File: src/rtl/sincos_pkg.sv
// Shared types, constants and helpers for the sine/cosine pipeline.
package sincos_pkg;

  typedef enum logic [1:0] {
    Q0,
    Q1,
    Q2,
    Q3
  } quadrant_e;

  localparam int LUT_DEPTH = 91;
  localparam int ANGLE_MAX = 360;
  localparam int IDX_W     = 7;

  // Full-scale code (+1.0) for a signed output of amp_w bits.
  function automatic int full_scale(input int amp_w);
    return 1 << (amp_w - 2);
  endfunction

endpackage

File: src/rtl/quarter_sine_rom.sv
// Quarter-wave sine ROM, 91 entries (0..90 degrees), synchronous 1-cycle read.
// The second read port exists only when SINCOS_COS_EN is defined.
module quarter_sine_rom
  import sincos_pkg::*;
#(
  parameter int AMP_W = 18
) (
  input  logic             i_clk,
  input  logic             i_en,
  input  logic [IDX_W-1:0] i_addr_a,
  output logic [AMP_W-1:0] o_data_a
`ifdef SINCOS_COS_EN
  ,
  input  logic [IDX_W-1:0] i_addr_b,
  output logic [AMP_W-1:0] o_data_b
`endif
);

  // Entry 90 is pinned to full scale so the peak never depends on rounding.
  function automatic logic [AMP_W-1:0] sine_entry(input int k);
    real v;
    if (k == LUT_DEPTH - 1) return AMP_W'(full_scale(AMP_W));
    v = $sin(real'(k) * 3.14159265358979323846 / 180.0) * real'(full_scale(AMP_W));
    return AMP_W'($rtoi(v + 0.5));
  endfunction

  logic [AMP_W-1:0] w_rom [LUT_DEPTH];
  logic [AMP_W-1:0] r_data_a;

  for (genvar k = 0; k < LUT_DEPTH; k++) begin : g_rom
    assign w_rom[k] = sine_entry(k);
  end

  // Port A read, held while the pipeline is stalled.
  always_ff @(posedge i_clk) begin
    if (i_en) r_data_a <= w_rom[i_addr_a];
  end

  assign o_data_a = r_data_a;

`ifdef SINCOS_COS_EN
  logic [AMP_W-1:0] r_data_b;

  // Port B read for the cosine path.
  always_ff @(posedge i_clk) begin
    if (i_en) r_data_b <= w_rom[i_addr_b];
  end

  assign o_data_b = r_data_b;
`endif

endmodule

File: src/rtl/sincos_pipe.sv
// Three-stage sine/cosine pipeline: S1 fold, S2 ROM read, S3 sign apply.
// Define SINCOS_COS_EN to build the cosine path; otherwise cos_out is 0.
module sincos_pipe
  import sincos_pkg::*;
#(
  parameter int ANGLE_W = 9,
  parameter int AMP_W   = 18,
  parameter int TAG_W   = 4
) (
  input  logic                    clk_in,
  input  logic                    rst_in,
  input  logic [ANGLE_W-1:0]      angle_in,
  input  logic [TAG_W-1:0]        tag_in,
  input  logic                    in_valid,
  output logic                    in_ready,
  output logic signed [AMP_W-1:0] sin_out,
  output logic signed [AMP_W-1:0] cos_out,
  output logic [TAG_W-1:0]        tag_out,
  output logic                    err_out,
  output logic                    out_valid,
  input  logic                    out_ready
);

  localparam logic [ANGLE_W-1:0] A90  = ANGLE_W'(90);
  localparam logic [ANGLE_W-1:0] A180 = ANGLE_W'(180);
  localparam logic [ANGLE_W-1:0] A270 = ANGLE_W'(270);
  localparam logic [ANGLE_W-1:0] AMAX = ANGLE_W'(ANGLE_MAX);

  logic             w_adv;
  quadrant_e        w_quad;
  logic [IDX_W-1:0] w_idx;
  logic             w_err;
  logic             w_sin_neg;
  logic [AMP_W-1:0] w_sin_mag;

  logic             r_s1_valid, r_s1_sin_neg, r_s1_err;
  logic [IDX_W-1:0] r_s1_idx;
  logic [TAG_W-1:0] r_s1_tag;
  logic             r_s2_valid, r_s2_sin_neg, r_s2_err;
  logic [TAG_W-1:0] r_s2_tag;
  logic             r_out_valid, r_err;
  logic [AMP_W-1:0] r_sin;
  logic [TAG_W-1:0] r_tag;

  // The whole pipeline moves together; any empty or draining output frees it.
  assign w_adv    = !r_out_valid || out_ready;
  assign in_ready = w_adv;

  // Fold the angle onto the quarter wave; out-of-range angles read index 0.
  always_comb begin
    w_quad = Q0;
    w_idx  = '0;
    w_err  = (angle_in >= AMAX);
    if (angle_in < A90) begin
      w_quad = Q0;
      w_idx  = IDX_W'(angle_in);
    end else if (angle_in < A180) begin
      w_quad = Q1;
      w_idx  = IDX_W'(A180 - angle_in);
    end else if (angle_in < A270) begin
      w_quad = Q2;
      w_idx  = IDX_W'(angle_in - A180);
    end else if (!w_err) begin
      w_quad = Q3;
      w_idx  = IDX_W'(AMAX - angle_in);
    end
    w_sin_neg = (w_quad == Q2) || (w_quad == Q3);
  end

  // S1 and S2 control/side-band registers.
  always_ff @(posedge clk_in) begin
    if (rst_in) begin
      r_s1_valid   <= 1'b0;
      r_s1_sin_neg <= 1'b0;
      r_s1_err     <= 1'b0;
      r_s1_idx     <= '0;
      r_s1_tag     <= '0;
      r_s2_valid   <= 1'b0;
      r_s2_sin_neg <= 1'b0;
      r_s2_err     <= 1'b0;
      r_s2_tag     <= '0;
    end else if (w_adv) begin
      r_s1_valid   <= in_valid;
      r_s1_sin_neg <= w_sin_neg;
      r_s1_err     <= w_err;
      r_s1_idx     <= w_idx;
      r_s1_tag     <= tag_in;
      r_s2_valid   <= r_s1_valid;
      r_s2_sin_neg <= r_s1_sin_neg;
      r_s2_err     <= r_s1_err;
      r_s2_tag     <= r_s1_tag;
    end
  end

  // S3 output registers; results only load when a valid sample arrives.
  always_ff @(posedge clk_in) begin
    if (rst_in) begin
      r_out_valid <= 1'b0;
      r_sin       <= '0;
      r_tag       <= '0;
      r_err       <= 1'b0;
    end else if (w_adv) begin
      r_out_valid <= r_s2_valid;
      if (r_s2_valid) begin
        r_tag <= r_s2_tag;
        r_err <= r_s2_err;
        if (r_s2_err)          r_sin <= '0;
        else if (r_s2_sin_neg) r_sin <= AMP_W'(0) - w_sin_mag;
        else                   r_sin <= w_sin_mag;
      end
    end
  end

  assign out_valid = r_out_valid;
  assign sin_out   = r_sin;
  assign tag_out   = r_tag;
  assign err_out   = r_err;

`ifdef SINCOS_COS_EN
  logic             w_cos_neg;
  logic [IDX_W-1:0] w_cos_idx;
  logic [AMP_W-1:0] w_cos_mag;
  logic             r_s1_cos_neg, r_s2_cos_neg;
  logic [AMP_W-1:0] r_cos;

  assign w_cos_neg = (angle_in > A90) && (angle_in < A270);
  assign w_cos_idx = IDX_W'(LUT_DEPTH - 1) - r_s1_idx;

  // Cosine sign travels beside the sine sign; magnitude comes from port B.
  always_ff @(posedge clk_in) begin
    if (rst_in) begin
      r_s1_cos_neg <= 1'b0;
      r_s2_cos_neg <= 1'b0;
      r_cos        <= '0;
    end else if (w_adv) begin
      r_s1_cos_neg <= w_cos_neg;
      r_s2_cos_neg <= r_s1_cos_neg;
      if (r_s2_valid) begin
        if (r_s2_err)          r_cos <= '0;
        else if (r_s2_cos_neg) r_cos <= AMP_W'(0) - w_cos_mag;
        else                   r_cos <= w_cos_mag;
      end
    end
  end

  assign cos_out = r_cos;

  quarter_sine_rom #(.AMP_W(AMP_W)) u_rom (
    .i_clk    (clk_in),
    .i_en     (w_adv),
    .i_addr_a (r_s1_idx),
    .o_data_a (w_sin_mag),
    .i_addr_b (w_cos_idx),
    .o_data_b (w_cos_mag)
  );
`else
  assign cos_out = '0;

  quarter_sine_rom #(.AMP_W(AMP_W)) u_rom (
    .i_clk    (clk_in),
    .i_en     (w_adv),
    .i_addr_a (r_s1_idx),
    .o_data_a (w_sin_mag)
  );
`endif

endmodule

File: config.mk
export PLATFORM = sky130hd
export DESIGN_NAME = sincos_pipe
export DESIGN_NICKNAME = d
export VERILOG_FILES = /design/src/rtl/sincos_pkg.sv /design/src/rtl/quarter_sine_rom.sv /design/src/rtl/sincos_pipe.sv
export SDC_FILE = /design/constraint.sdc
export NUM_CORES = 1
export LEC_CHECK = 0
export BUFFER_PORTS_ARGS = -buffer_cell sky130_fd_sc_hd__buf_4
export CORE_ASPECT_RATIO = 0.75
export CORE_MARGIN = 2
export CORE_UTILIZATION = 25
export CTS_BUF_LIST = sky130_fd_sc_hd__clkbuf_2 sky130_fd_sc_hd__clkbuf_4 sky130_fd_sc_hd__clkbuf_8
export CTS_CLUSTER_DIAMETER = 60
export DETAILED_ROUTE_END_ITERATION = 6
export PLACE_DENSITY_LB_ADDON = 0.25
export SYNTH_ARGS = -nofsm -noshare
export SYNTH_HDL_FRONTEND = slang
export SYNTH_SLANG_ARGS = --single-unit
File: constraint.sdc
create_clock -name clk_in -period 3.8 [get_ports clk_in]
set_input_delay 0.19 -clock clk_in [delete_from_list [all_inputs] [get_ports clk_in]]
set_output_delay 0.19 -clock clk_in [all_outputs]
set_load 0.02 [all_outputs]
Word level (Yosys, flattened, before mapping)
Memories as Yosys holds them, arrays and structs flattened. A register that Yosys moved wholly into a read port is not among the register bits.
Index checks and enable logic that the tools add are counted.
{ "totals": {"reg_bits": 45, "latch_bits": 0, "mem_bits_rw": 0, "romBits": 2304, "inputBits": 17, "out_inout_bits": 43, "word_cells": 39, "mem_count": 1} }
{ "classes": {"addsub": 4, "n_mul": 0, "div_mod_pow": 0, "n_lt_le_gt_ge": 4, "n_eq_ne": 2, "shifts": 0, "muxes": 10, "n_bitwise": 1, "n_reduce_logical": 4} }
{ "memory_table": {"columns": ["memory", "depth", "word_bits", "read_ports", "rd_ports_with_merged_regs", "write_ports", "line_no", "rtl"], "rows": [
  ["(name not given)", 128, 18, 1, 1, 0, "quarter_sine_rom.sv:36", "if (i_en) r_data_a <= w_rom[i_addr_a];"]
]} }
{ "op_table": {"columns": ["operator", "n"], "rows": [
  ["18-bit 2-to-1 mux", 2],
  ["7-bit 2-to-1 mux", 4],
  ["1-bit by 18-bit subtractor with 18-bit output, first input constant", 1],
  ["9-bit greater-or-equal comparator, second input constant", 1],
  ["9-bit by 7-bit less-than comparator with 1-bit output, second input constant", 1],
  ["9-bit by 8-bit less-than comparator with 1-bit output, second input constant", 1],
  ["9-bit less-than comparator, second input constant", 1],
  ["2-bit 2-to-1 mux", 4],
  ["7-bit NOT with 8-bit output", 1],
  ["6-bit by 7-bit subtractor with 7-bit output, first input constant", 1],
  ["7-bit by 6-bit subtractor with 7-bit output, second input constant", 1],
  ["7-bit subtractor, first input constant", 1],
  ["2-bit == test, second input constant", 2],
  ["1-bit logical OR", 2],
  ["2-bit AND reduction", 1],
  ["1-bit logical NOT", 1]
]} }

Logic depth before layout (Yosys ltp)
{ "depth": {"depth_word": 7, "mapped_depth": 11} }

Cells and area by module
A second synthesis with hierarchy kept.
{ "unflattened": {"cells_unflattened": 670, "area_unflattened_um2": 5117.4} }
{ "by_module_without_submodules": {"columns": ["module", "instances", "cells_each", "area_per_inst_um2"], "rows": [
  ["sincos_pipe", 1, 330, 2565.0],
  ["quarter_sine_rom", 1, 340, 2552.4]
]} }

Worst setup path before layout
OpenSTA, ideal clock, no wires.
{ "synth_timing": {"path_kind": "flip-flop to flip-flop", "start": "register r_s1_idx[1]", "end": "register u_rom.r_data_a[8] (netlist: u_rom.o_data_a[8]) (data pin)", "setup_time_ns": 0.270, "t_arrival_ns": 2.624, "setup_slack_ns": 0.906, "path_stages_with_launch": 11, "path_buffers": 3, "cell_sequence": "dfxtp_1 > clkbuf_1 > inv_1 > clkbuf_1 > ha_1 > buf_2 > nand2b_1 > and2_1 > mux4_2 > a2111oi_1 > a21oi_1"} }
{ "synth_between": {"elab_chain_len": 1} }
{ "synth_lines": {"columns": ["element", "line_no", "rtl"], "rows": [
  ["from (decl)", "sincos_pipe.sv:37", "logic [IDX_W-1:0] r_s1_idx;"],
  ["from (signal assigned)", "sincos_pipe.sv:86", "r_s1_idx <= w_idx;"],
  ["7-bit NOT with 8-bit output (not written as such)", "quarter_sine_rom.sv:36", null],
  ["to (decl)", "quarter_sine_rom.sv:28", "logic [AMP_W-1:0] r_data_a;"]
]} }
Every way passes these cells.
A chain may end at the register's enable or synchronous reset.

Worst setup path in the final report
Same ends and word-level chain as after synthesis.

==> results.toml <==
[finish]
fillers = 2307
layout.nets = 743
drive_above_1_share_pct = 13.04
antenna_cells = 0
multiInputGateArea_um2 = 3485
register_area_um2 = 1415
final_util_pct = 28.51
post-route-cell-area_um2 = 5988
fin_cells = 1001
area_growth_pct = 12.74

[worst_hold_path]
hold_depth = 3
hold_start = "tag_in[1]"
hold_end = "r_s1_tag[1]"
worstHoldPathType = "input pin to flop"

[synth]
synth_most_common_cell = "nand2_1"
synth_area_um2 = 5311
synth_area_leader_cell = "dfxtp_1"
yosysTopAreaCellShare_pct = 16.96
synth-async-reset-ratio_pct = 0
netlist_instances = 707
yosys-top-cells-count = "nand2_1 (97), a21oi_1 (60), o21ai_0 (52)"
synth_cell_types = 82
ys_seq_elements = 62
synth_top_cells_by_area = "dfxtp_1 (17%), edfxtp_1 (9.6%), nand2_1 (6.9%)"
synth.avg_cell_area_um2 = 7.513
synth_flop_cell = "dfxtp_1"
synth-edff-count = 17
seq_area_frac_synth_pct = 26.57
synth_warnings = 0

[setup_path]
cp_data_arrival_time_ps = 2850
rr_worst_depth = 7
crit_path_start_kind = "flop"
end_kind = "flop"
worstPathRequired_ps = 3840
crit_path_cell_trace = "inv_1, ha_1, nand2b_1, and2_1, mux4_2, a2111oi_1, a21oi_1"
reg2reg_to = "u_rom.o_data_a[8]"
r2r_start = "r_s1_idx[1]"
critPathKind = "flop to flop"
r2r_slack_ps = 990
crit_slowest_cell = "ha_1"
cpPeakStageDelay_ps = 620
worstPathMaxFanout = 17

[clock_network]
clock_path_buffers = 2
worstSkewPairLatency_ps = 350
cts_hold_buf = 0
cts_made_buffers = 9
cts_tree = "built"
post-cts-setup-buffers = 0
cts_resized = 0
clkTransAtPathRegs_ps = 80
cts_root_buf = "clkbuf_8"
htreeDepth = 3
clock-sinks = 62

[route]
drtAntennaViolNets = 0
post-route-drc-count = 0
wl_mm = 16.73
drtPass1Iterations = 6
drt-initial-drc-count = 613
vias_per_cell = 5.238
vias = 5243
routedWlPerCell_um = 16.72

[floorplan]
design.portCount = 60
initial_core_util_pct = 25.28
core_um2 = 21010
dieWidth_um = 172.3
num_rows = 46
die_area_um2 = 22440
die_height_um = 130.2

[timing]
fin_setup_tns_ps = 0
setup_viol = 0
max_freq_ghz = 0.3554
max_slew_margin_pct = 18.34
final_hold_viol_count = 0
rsz0062_at_grt = "false"
period_share_pct = 74.04
fin_ws_ps = 986.4
min_period_ps = 2814
tightest_slew_ps = 1223
holdWs_ps = 100.9
slew_violations = 0
fin_skew_ps = 15.81

[global_routing]
grt_pass1_wl_mm = 26.55
first_global_vias = 4639
grt_usage_pct = 15.00
grt_max_degree = 79
antenna_found_initial = 0
overflow = 0

[pwr]
power_mw = 2.405
p_per_area_nw_per_um2 = 401.6
leakagePower_nw = 2.233
ir_drop_v = 0.0001800

[outcome]
status = "finished, final reports clean"

[placed_design]
placed_cells = 985
place_congestion = 0.8656
port-buffer-count = 41
place_ws_ps = 1071
placed_area_um2 = 5748
hpwl_mm = 11.56

[run]
cap_violations = 0
[cells in the final DEF (no fill, tap or decap), types with 5 or more instances in the layout]
cell type	Yosys	final
a311oi_1	5	5
a211oi_1	10	10
o221ai_1	5	5
mux2i_1	7	7
nand2b_1	18	18
a31oi_1	7	7
nand3_1	11	11
clkbuf_8	0	9
o21ai_0	52	52
a21oi_1	60	60
xnor2_1	5	5
and3_1	8	8
a21o_1	6	6
o211ai_1	10	10
buf_4	18	56
inv_1	14	14
nor2b_1	13	12
o21ai_1	12	12
nor3_1	17	17
a22oi_1	11	11
o31ai_1	10	10
nor3b_1	5	5
mux4_2	6	6
conb_1	1	18
a221oi_1	9	9
nand2_1	97	97
nor2_1	44	44
edfxtp_1	17	17
ha_1	18	18
xor2_1	15	15
dfxtp_1	45	42
nand3b_1	6	6
[critical path, delay by kind of cell (launching register included)]
kind                     cells  cell delay (ps)
flip-flops                   1              450
buffers and inverters        1               90
AO/OA/AOI/OAI                2              500
adder cells (fa/ha/maj)      1              620
multiplexers                 1              450
AND/OR/NAND/NOR              2              380
[how the worst max path moves through the flow]
stage,start,end,slack [ps],depth (start not counted)
6_report,r_s1_idx[1],u_rom.o_data_a[8],990,7
5_1_grt,r_s1_idx[1],u_rom.o_data_a[8],830,7
4_1_cts,r_s1_idx[1],u_rom.o_data_a[8],1040,7
3_5_place_dp,r_s1_idx[1],u_rom.o_data_a[8],1070,7
3_3_place_gp,r_s1_idx[1],u_rom.o_data_a[8],1100,7
2_1_floorplan,r_s1_idx[1],u_rom.o_data_a[8],910,10
[sequential cells by signal (all words and copies together), names as in the netlist, 4 cells and up]
signal / flops
tag_out: 4
u_rom.o_data_a: 17
r_s1_tag: 4
r_s2_tag: 4
r_s1_idx: 7
sin_out: 18
[area by class of cell]
class / instances / area share, %
Sequential cell: 62 / 23.63
Timing Repair Buffer: 56 / 7.020
Inverter: 18 / 1.128
Tap cell: 288 / 6.018
Clock inverter: 6 / 1.818
Clock buffer: 10 / 2.194
Multi-Input combinational cell: 561 / 58.19
[logic make-up (layout without fill, tap and decap cells)]
family	Yosys count	count (layout)	share of synthesized area [%]
flip-flops	62	62	26.57
XOR/XNOR	20	20	3.298
other	1	18	0.07060
AO/OA/AOI/OAI	248	248	30.65
AND/OR/NAND/NOR	242	242	21.84
multiplexers	14	14	4.075
adder cells (fa/ha/maj)	19	19	4.429
buffers and inverters	101	90	9.070
[metal layers]
metal  vias to the layer above  wire length (µm)  GRT usage [%]  share of wire (%)
li1                       2549                 -              -                  -
met1                      2446              8459          23.17                 51
met2                       222              6834          20.62                 41
met3                        26              1180          3.367                7.1
met4                         0               260          3.707                1.6
met5                         -                 0              0                  0
[report_power, final]
group	leakage (nW)	internal [mW]	total (mW)	switching [mW]
clock	0.124	0.443	0.716	0.273
sequential	0.555	0.772	0.893	0.121
combinational	1.55	0.314	0.796	0.482
(Power assumes the default switching activity.)
